## src/rtl/pong_pkg.sv

```systemverilog
// pong_pkg: constants and helpers shared by the Pong VGA renderer.
//   - Default 640x480@60Hz timing (pixels / lines) and 25 MHz pixel divider
//   - Default object sizes (paddle, ball)
//   - 12-bit {R,G,B} colour constants
//   - pos_t plus POS_X/POS_Y slice helpers for the 24-bit {x,y} position words
//   - obj_hit: 13-bit rectangle hit test, so x+W never wraps back on screen
package pong_pkg;

  localparam int VGA_CLK_DIV  = 4;
  localparam int VGA_H_VIS    = 640;
  localparam int VGA_H_FP     = 16;
  localparam int VGA_H_SYNC   = 96;
  localparam int VGA_H_BP     = 48;
  localparam int VGA_V_VIS    = 480;
  localparam int VGA_V_FP     = 10;
  localparam int VGA_V_SYNC   = 2;
  localparam int VGA_V_BP     = 33;

  localparam int VGA_PADDLE_W = 8;
  localparam int VGA_PADDLE_H = 64;
  localparam int VGA_BALL_SZ  = 8;

  localparam logic [11:0] COL_BALL   = 12'hFFF;
  localparam logic [11:0] COL_PLAYER = 12'h0F0;
  localparam logic [11:0] COL_COMP   = 12'hF00;
  localparam logic [11:0] COL_LINE   = 12'h888;
  localparam logic [11:0] COL_FLASH  = 12'h300;
  localparam logic [11:0] COL_BG     = 12'h000;

  typedef struct packed {
    logic [11:0] x;
    logic [11:0] y;
  } pos_t;

  function automatic logic [11:0] pos_x(input logic [23:0] p);
    return p[23:12];
  endfunction

  function automatic logic [11:0] pos_y(input logic [23:0] p);
    return p[11:0];
  endfunction

  // Widened to 13 bits so an object near x=4095 stays off screen instead of
  // wrapping its right edge around to column 0.
  function automatic logic obj_hit(input logic [11:0] ox, input logic [11:0] oy,
                                   input logic [9:0] h, input logic [9:0] v,
                                   input logic [12:0] w, input logic [12:0] ht);
    logic [12:0] x0, y0, hx, vy;
    x0 = {1'b0, ox};
    y0 = {1'b0, oy};
    hx = {3'b000, h};
    vy = {3'b000, v};
    return (hx >= x0) && (hx < x0 + w) && (vy >= y0) && (vy < y0 + ht);
  endfunction

endpackage

```

## src/rtl/vga_timing.sv

```systemverilog
// vga_timing: pixel-clock divider and VGA raster counters.
//   clk        in   system clock
//   reset      in   synchronous, active-high
//   pix_en     out  one-cycle strobe every CLK_DIV clocks; all raster state steps on it
//   hcnt/vcnt  out  current column / line (0..H_TOT-1, 0..V_TOT-1)
//   hsync_raw  out  combinational active-low hsync for the current column
//   vsync_raw  out  combinational active-low vsync for the current line
//   visible    out  current (hcnt,vcnt) lies inside the active picture
module vga_timing
  import pong_pkg::*;
#(
  parameter int CLK_DIV = VGA_CLK_DIV,
  parameter int H_VIS   = VGA_H_VIS,
  parameter int H_FP    = VGA_H_FP,
  parameter int H_SYNC  = VGA_H_SYNC,
  parameter int H_BP    = VGA_H_BP,
  parameter int V_VIS   = VGA_V_VIS,
  parameter int V_FP    = VGA_V_FP,
  parameter int V_SYNC  = VGA_V_SYNC,
  parameter int V_BP    = VGA_V_BP
) (
  input  logic       clk,
  input  logic       reset,
  output logic       pix_en,
  output logic [9:0] hcnt,
  output logic [9:0] vcnt,
  output logic       hsync_raw,
  output logic       vsync_raw,
  output logic       visible
);

  localparam int H_TOT = H_VIS + H_FP + H_SYNC + H_BP;
  localparam int V_TOT = V_VIS + V_FP + V_SYNC + V_BP;
  localparam int DW    = (CLK_DIV > 1) ? $clog2(CLK_DIV) : 1;

  logic [DW-1:0] div_cnt;

  assign pix_en = (div_cnt == DW'(CLK_DIV - 1));

  always_ff @(posedge clk) begin
    if (reset) begin
      div_cnt <= '0;
      hcnt    <= '0;
      vcnt    <= '0;
    end else begin
      div_cnt <= pix_en ? '0 : div_cnt + 1'b1;
      if (pix_en) begin
        if (hcnt == 10'(H_TOT - 1)) begin
          hcnt <= '0;
          vcnt <= (vcnt == 10'(V_TOT - 1)) ? '0 : vcnt + 1'b1;
        end else begin
          hcnt <= hcnt + 1'b1;
        end
      end
    end
  end

  assign hsync_raw = !((hcnt >= 10'(H_VIS + H_FP)) && (hcnt <= 10'(H_VIS + H_FP + H_SYNC - 1)));
  assign vsync_raw = !((vcnt >= 10'(V_VIS + V_FP)) && (vcnt <= 10'(V_VIS + V_FP + V_SYNC - 1)));
  assign visible   = (hcnt < 10'(H_VIS)) && (vcnt < 10'(V_VIS));

endmodule

```

## src/rtl/pong_vga_render.sv

```systemverilog
// pong_vga_render: draws the Pong playfield onto a VGA raster.
//   CLK_100MHz        in   system clock
//   Reset             in   synchronous, active-high
//   PPosition         in   player paddle top-left {x[23:12], y[11:0]}
//   CPosition         in   computer paddle top-left
//   BPosition         in   ball top-left
//   PScore/CScore     in   scored flags, OR-ed into a background flash
//   hsync/vsync       out  active-low syncs, registered with the colour
//   red/green/blue    out  4-bit colour channels
//   frame_start       out  one-clock pulse on the cycle the positions are snapshotted
// Positions are only sampled at the first pixel of vertical blank, so a frame
// is always drawn from one consistent set of coordinates.
module pong_vga_render
  import pong_pkg::*;
#(
  parameter int CLK_DIV  = VGA_CLK_DIV,
  parameter int H_VIS    = VGA_H_VIS,
  parameter int H_FP     = VGA_H_FP,
  parameter int H_SYNC   = VGA_H_SYNC,
  parameter int H_BP     = VGA_H_BP,
  parameter int V_VIS    = VGA_V_VIS,
  parameter int V_FP     = VGA_V_FP,
  parameter int V_SYNC   = VGA_V_SYNC,
  parameter int V_BP     = VGA_V_BP,
  parameter int PADDLE_W = VGA_PADDLE_W,
  parameter int PADDLE_H = VGA_PADDLE_H,
  parameter int BALL_SZ  = VGA_BALL_SZ
) (
  input  logic        CLK_100MHz,
  input  logic        Reset,
  input  logic [23:0] PPosition,
  input  logic [23:0] CPosition,
  input  logic [23:0] BPosition,
  input  logic        PScore,
  input  logic        CScore,
  output logic        hsync,
  output logic        vsync,
  output logic [3:0]  red,
  output logic [3:0]  green,
  output logic [3:0]  blue,
  output logic        frame_start
);

  // Centre line is four columns wide, straddling the screen midpoint.
  localparam logic [9:0] CL_LO = 10'(H_VIS / 2 - 2);
  localparam logic [9:0] CL_HI = 10'(H_VIS / 2 + 1);

  logic       pix_en, hs_raw, vs_raw, visible;
  logic [9:0] hcnt, vcnt;

  vga_timing #(
    .CLK_DIV(CLK_DIV), .H_VIS(H_VIS), .H_FP(H_FP), .H_SYNC(H_SYNC), .H_BP(H_BP),
    .V_VIS(V_VIS), .V_FP(V_FP), .V_SYNC(V_SYNC), .V_BP(V_BP)
  ) u_timing (
    .clk       (CLK_100MHz),
    .reset     (Reset),
    .pix_en    (pix_en),
    .hcnt      (hcnt),
    .vcnt      (vcnt),
    .hsync_raw (hs_raw),
    .vsync_raw (vs_raw),
    .visible   (visible)
  );

  pos_t       p_snap, c_snap, b_snap;
  logic       score_flash;
  logic       snap_now;
  logic [11:0] pix_rgb, rgb_q;

  assign snap_now = pix_en && (hcnt == '0) && (vcnt == 10'(V_VIS));

  always_comb begin
    pix_rgb = score_flash ? COL_FLASH : COL_BG;
    if (obj_hit(b_snap.x, b_snap.y, hcnt, vcnt, 13'(BALL_SZ), 13'(BALL_SZ)))
      pix_rgb = COL_BALL;
    else if (obj_hit(p_snap.x, p_snap.y, hcnt, vcnt, 13'(PADDLE_W), 13'(PADDLE_H)))
      pix_rgb = COL_PLAYER;
    else if (obj_hit(c_snap.x, c_snap.y, hcnt, vcnt, 13'(PADDLE_W), 13'(PADDLE_H)))
      pix_rgb = COL_COMP;
    else if ((hcnt >= CL_LO) && (hcnt <= CL_HI) && !vcnt[4])
      pix_rgb = COL_LINE;
    if (!visible)
      pix_rgb = COL_BG;
  end

  always_ff @(posedge CLK_100MHz) begin
    if (Reset) begin
      hsync       <= 1'b1;
      vsync       <= 1'b1;
      rgb_q       <= '0;
      frame_start <= 1'b0;
      p_snap      <= '0;
      c_snap      <= '0;
      b_snap      <= '0;
      score_flash <= 1'b0;
    end else begin
      frame_start <= snap_now;
      if (pix_en) begin
        hsync <= hs_raw;
        vsync <= vs_raw;
        rgb_q <= pix_rgb;
      end
      if (snap_now) begin
        p_snap      <= '{x: pos_x(PPosition), y: pos_y(PPosition)};
        c_snap      <= '{x: pos_x(CPosition), y: pos_y(CPosition)};
        b_snap      <= '{x: pos_x(BPosition), y: pos_y(BPosition)};
        score_flash <= PScore | CScore;
      end
    end
  end

  assign red   = rgb_q[11:8];
  assign green = rgb_q[7:4];
  assign blue  = rgb_q[3:0];

endmodule

```

## config.mk

```make
export PLATFORM = sky130hd
export DESIGN_NAME = pong_vga_render
export DESIGN_NICKNAME = d
export VERILOG_FILES = /design/src/rtl/pong_pkg.sv /design/src/rtl/vga_timing.sv /design/src/rtl/pong_vga_render.sv
export SDC_FILE = /design/constraint.sdc
export NUM_CORES = 1
export LEC_CHECK = 0
export ABC_AREA = 1
export CELL_PAD_IN_SITES_DETAIL_PLACEMENT = 2
export CELL_PAD_IN_SITES_GLOBAL_PLACEMENT = 2
export CORE_MARGIN = 1
export CORE_UTILIZATION = 36
export DETAILED_ROUTE_END_ITERATION = 7
export GPL_TIMING_DRIVEN = 0
export PLACE_DENSITY_LB_ADDON = 0.1
export REMOVE_ABC_BUFFERS = 1
export SYNTH_ARGS = -nofsm -noshare
export SYNTH_HDL_FRONTEND = slang
export SYNTH_SLANG_ARGS = --single-unit
export TNS_END_PERCENT = 10
```

## constraint.sdc

```tcl
create_clock -name CLK_100MHz -period 5.8 [get_ports CLK_100MHz]
set_clock_uncertainty 0.2 [all_clocks]
set_input_delay 0.87 -clock CLK_100MHz [delete_from_list [all_inputs] [get_ports CLK_100MHz]]
set_output_delay 0.87 -clock CLK_100MHz [all_outputs]
set_load 0.01 [all_outputs]
```

==> summary.txt <==
Run status
  – Outcome: finished clean

Critical path
  – Startpoint types: primary input
  – WP data arrival: 2.97 ns
  – Reg-to-Reg End: p_snap[12]
  – Setup CP Type: in -> reg
  – Critical path required time: 5.85 ns
  – Reg-to-reg slack, setup: 3.09 ns
  – CP max stage cell: clkinv_1
  – Sequence of cells on the critical path: buf_4 -> buf_16 -> clkinv_1 -> o21ai_2 -> inv_1 -> nand2_1 -> nor2_1
  – Reg2reg start: u_timing.vcnt[7]
  – CP Max Fanout: 47
  – Crit end category: register
  – FF-to-FF path depth: 9
  – CP peak stage delay: 0.64 ns

Die
  – Die width: 150 um
  – Core ar.: 21300 um2
  – Initial Utilization: 37.3%
  – Die Y: 150 um
  – Row count: 53
  – Die ar.: 22600 um2
  – I/O Pins: 91

Clocking
  – CTS Hold Buffers Added: 0
  – CTS tree: done
  – Worst-path clk slew: 0.07 ns
  – Clk_lat worst skew: 0.37 ns
  – H-tree depth: 3
  – Root Buffer: clkbuf_16
  – Clk buf depth: 2
  – Setup Buffers After CTS: 0
  – TritonCTS Buffers: 9
  – Resized cells post-CTS: 0
  – TritonCTS Sinks: 105

Drt
  – DR vias: 7333
  – Total Wirelength: 23600 um
  – DR WL/cell: 16.6 um
  – Remaining antenna violation count: 0
  – Via density: 5.15
  – 1st-pass router iterations: 4
  – Initial DRC count: 210
  – Drt drc: 0

Job
  – MaxCap Viol Count: 0

Placement
  – Pre-CTS setup slack: 2.49 ns
  – Final HPWL DP: 18300 um
  – Dpl cell area: 9050 um2
  – # port buffers: 90
  – Placed cells: 1408
  – Routability cong.: 0.765

Worst hold path
  – WHS Path Cells: 1
  – Hold Path End: u_timing.div_cnt[0]
  – Hold path start: u_timing.div_cnt[0]
  – Min-delay worst type: reg -> reg

Timing
  – Final Hold Fails: 0
  – Final worst slack: 2.88 ns
  – Worst-Margin Slew: 0.771 ns
  – Tcrit/Tclk final: 50.3%
  – Slew Limit Fails: 0
  – Slew headroom: 48.5%
  – Final setup viols: 0
  – TNS Setup: 0 ns
  – Fin Hold WS: 0.237 ns
  – Tmin final: 2.92 ns
  – RSZ-0062 raised after global routing: no
  – FMAX: 343 MHz

Logic synthesis
  – Most common cell in the netlist: nand2_1
  – Ys flop type: dfxtp_1
  – Post-synthesis register bit count: 105
  – Top-area cell type share of the netlist area: 26.5%
  – Sequential area share after synthesis: 26.5%
  – Post-synth EDFFs: 0
  – Yosys warns: 0
  – Ys async rst share: 0%
  – Cells after synthesis: 1071
  – Post-synth top area cell: dfxtp_1
  – Synthesized area: 7940 um2
  – Cell variety after synth: 44
  – Commonest cells in the netlist: nand2_1, inv_1, nor2_1, ha_1, dfxtp_1
  – Synth top area cells: dfxtp_1, ha_1, nand2_1, inv_1, nor2_1
  – Avg Inst Size Synth: 7.41 um2

Finish
  – Final Instance Area: 9370 um2
  – FILL cells: 2511
  – Final #Nets: 1330
  – Ant. Diodes: 0
  – Area Growth Syn to Fin: 18.0%
  – Share of cells above drive strength 1: 9.57%
  – Fin cells: 1424
  – Finished Core Util: 44.0%

Global routing
  – Vias in the first global route: 7724
  – GRT Residual Overflow: 0
  – First-pass GRT wire length: 38800 um
  – Global-route total usage across every layer: 22.1%
  – Initial antenna violation count: 0
  – Pin count of the biggest net entering global routing: 48

Power
  – Lkg Pwr: 4.07 nW
  – Peak supply drop: 0.127 mV
  – PD cells: 164 nW/um2
  – Overall power: 1.53 mW
## cell families after synthesis
| group | share of synthesized area, % |
|---|---|
| and+or+nand+nor | 26.6 |
| buffers and inverters | 10.5 |
| AOI/OAI and AO/OA | 16.2 |
| adders and majority gates | 17.3 |
| DFF | 26.5 |
| xor gates and xnor gates | 2.98 |
## registers in the layout, indices dropped and copies added, names as in the netlist
register and flops:
u_timing.hcnt 10, u_timing.div_cnt 2, u_timing.vcnt 10, rgb_q 7
p_snap 24, score_flash 1, b_snap 24, frame_start 1
c_snap 24, hsync 1, vsync 1
## worst max path at each step
stage / slack (ns) / startpoint / cells past startpoint / end
2_1_floorplan: 1.57 / u_timing.vcnt[7] / 8 / score_flash
3_3_place_gp: -1.68 / Reset / 5 / u_timing.hcnt[9]
3_5_place_dp: 2.49 / Reset / 6 / u_timing.hcnt[9]
4_1_cts: 2.86 / Reset / 7 / u_timing.vcnt[5]
5_1_grt: 2.69 / Reset / 7 / u_timing.vcnt[9]
6_report: 2.88 / Reset / 7 / u_timing.vcnt[5]
## layout make-up
cell class              count  area (um2)  share of cell area (%)
flip-flops and latches    105        2100                    22.4
clock inverters             7        93.8                    1.00
inverters                 161         604                    6.45
multi-input cells         773        5010                    53.5
repair buffers             94         986                    10.5
well taps                 275         344                    3.67
clock buffers               9         225                    2.40
## layout by cell type, fill, tap and decap left out, drive strengths merged, types with 6 or more instances in the layout
cell             n
clkbuf           9
xnor2            6
o21ai           44
inv            159
nand4           23
dfxtp          105
a211oi          65
clkdlybuf4s50   89
nor2           164
nand3           68
xor2            21
nand2          178
nor3            18
ha             110
a21oi           52
## critical path, delay by kind of cell
kind	cells	cell delay [ns]
buffers and inverters	4	1.43
AND/OR/NAND/NOR	2	0.15
AO/OA/AOI/OAI	1	0.43
## power by group
group | switching (mW) | internal (mW) | total [mW]
clock network | 0.303 | 0.379 | 0.682
registers | 0.00649 | 0.727 | 0.733
logic | 0.0487 | 0.0699 | 0.119
## layer usage
layer / part of all wire [%] / track usage (%) / up-vias
met5: 0 / 0 / -
met4: 0.91 / 4.39 / 0
met1: 48 / 28.3 / 3551
li1: - / - / 3690
met3: 2.2 / 3.21 / 13
met2: 49 / 39.0 / 79
Note: power is estimated with default switching activity, not from simulation.
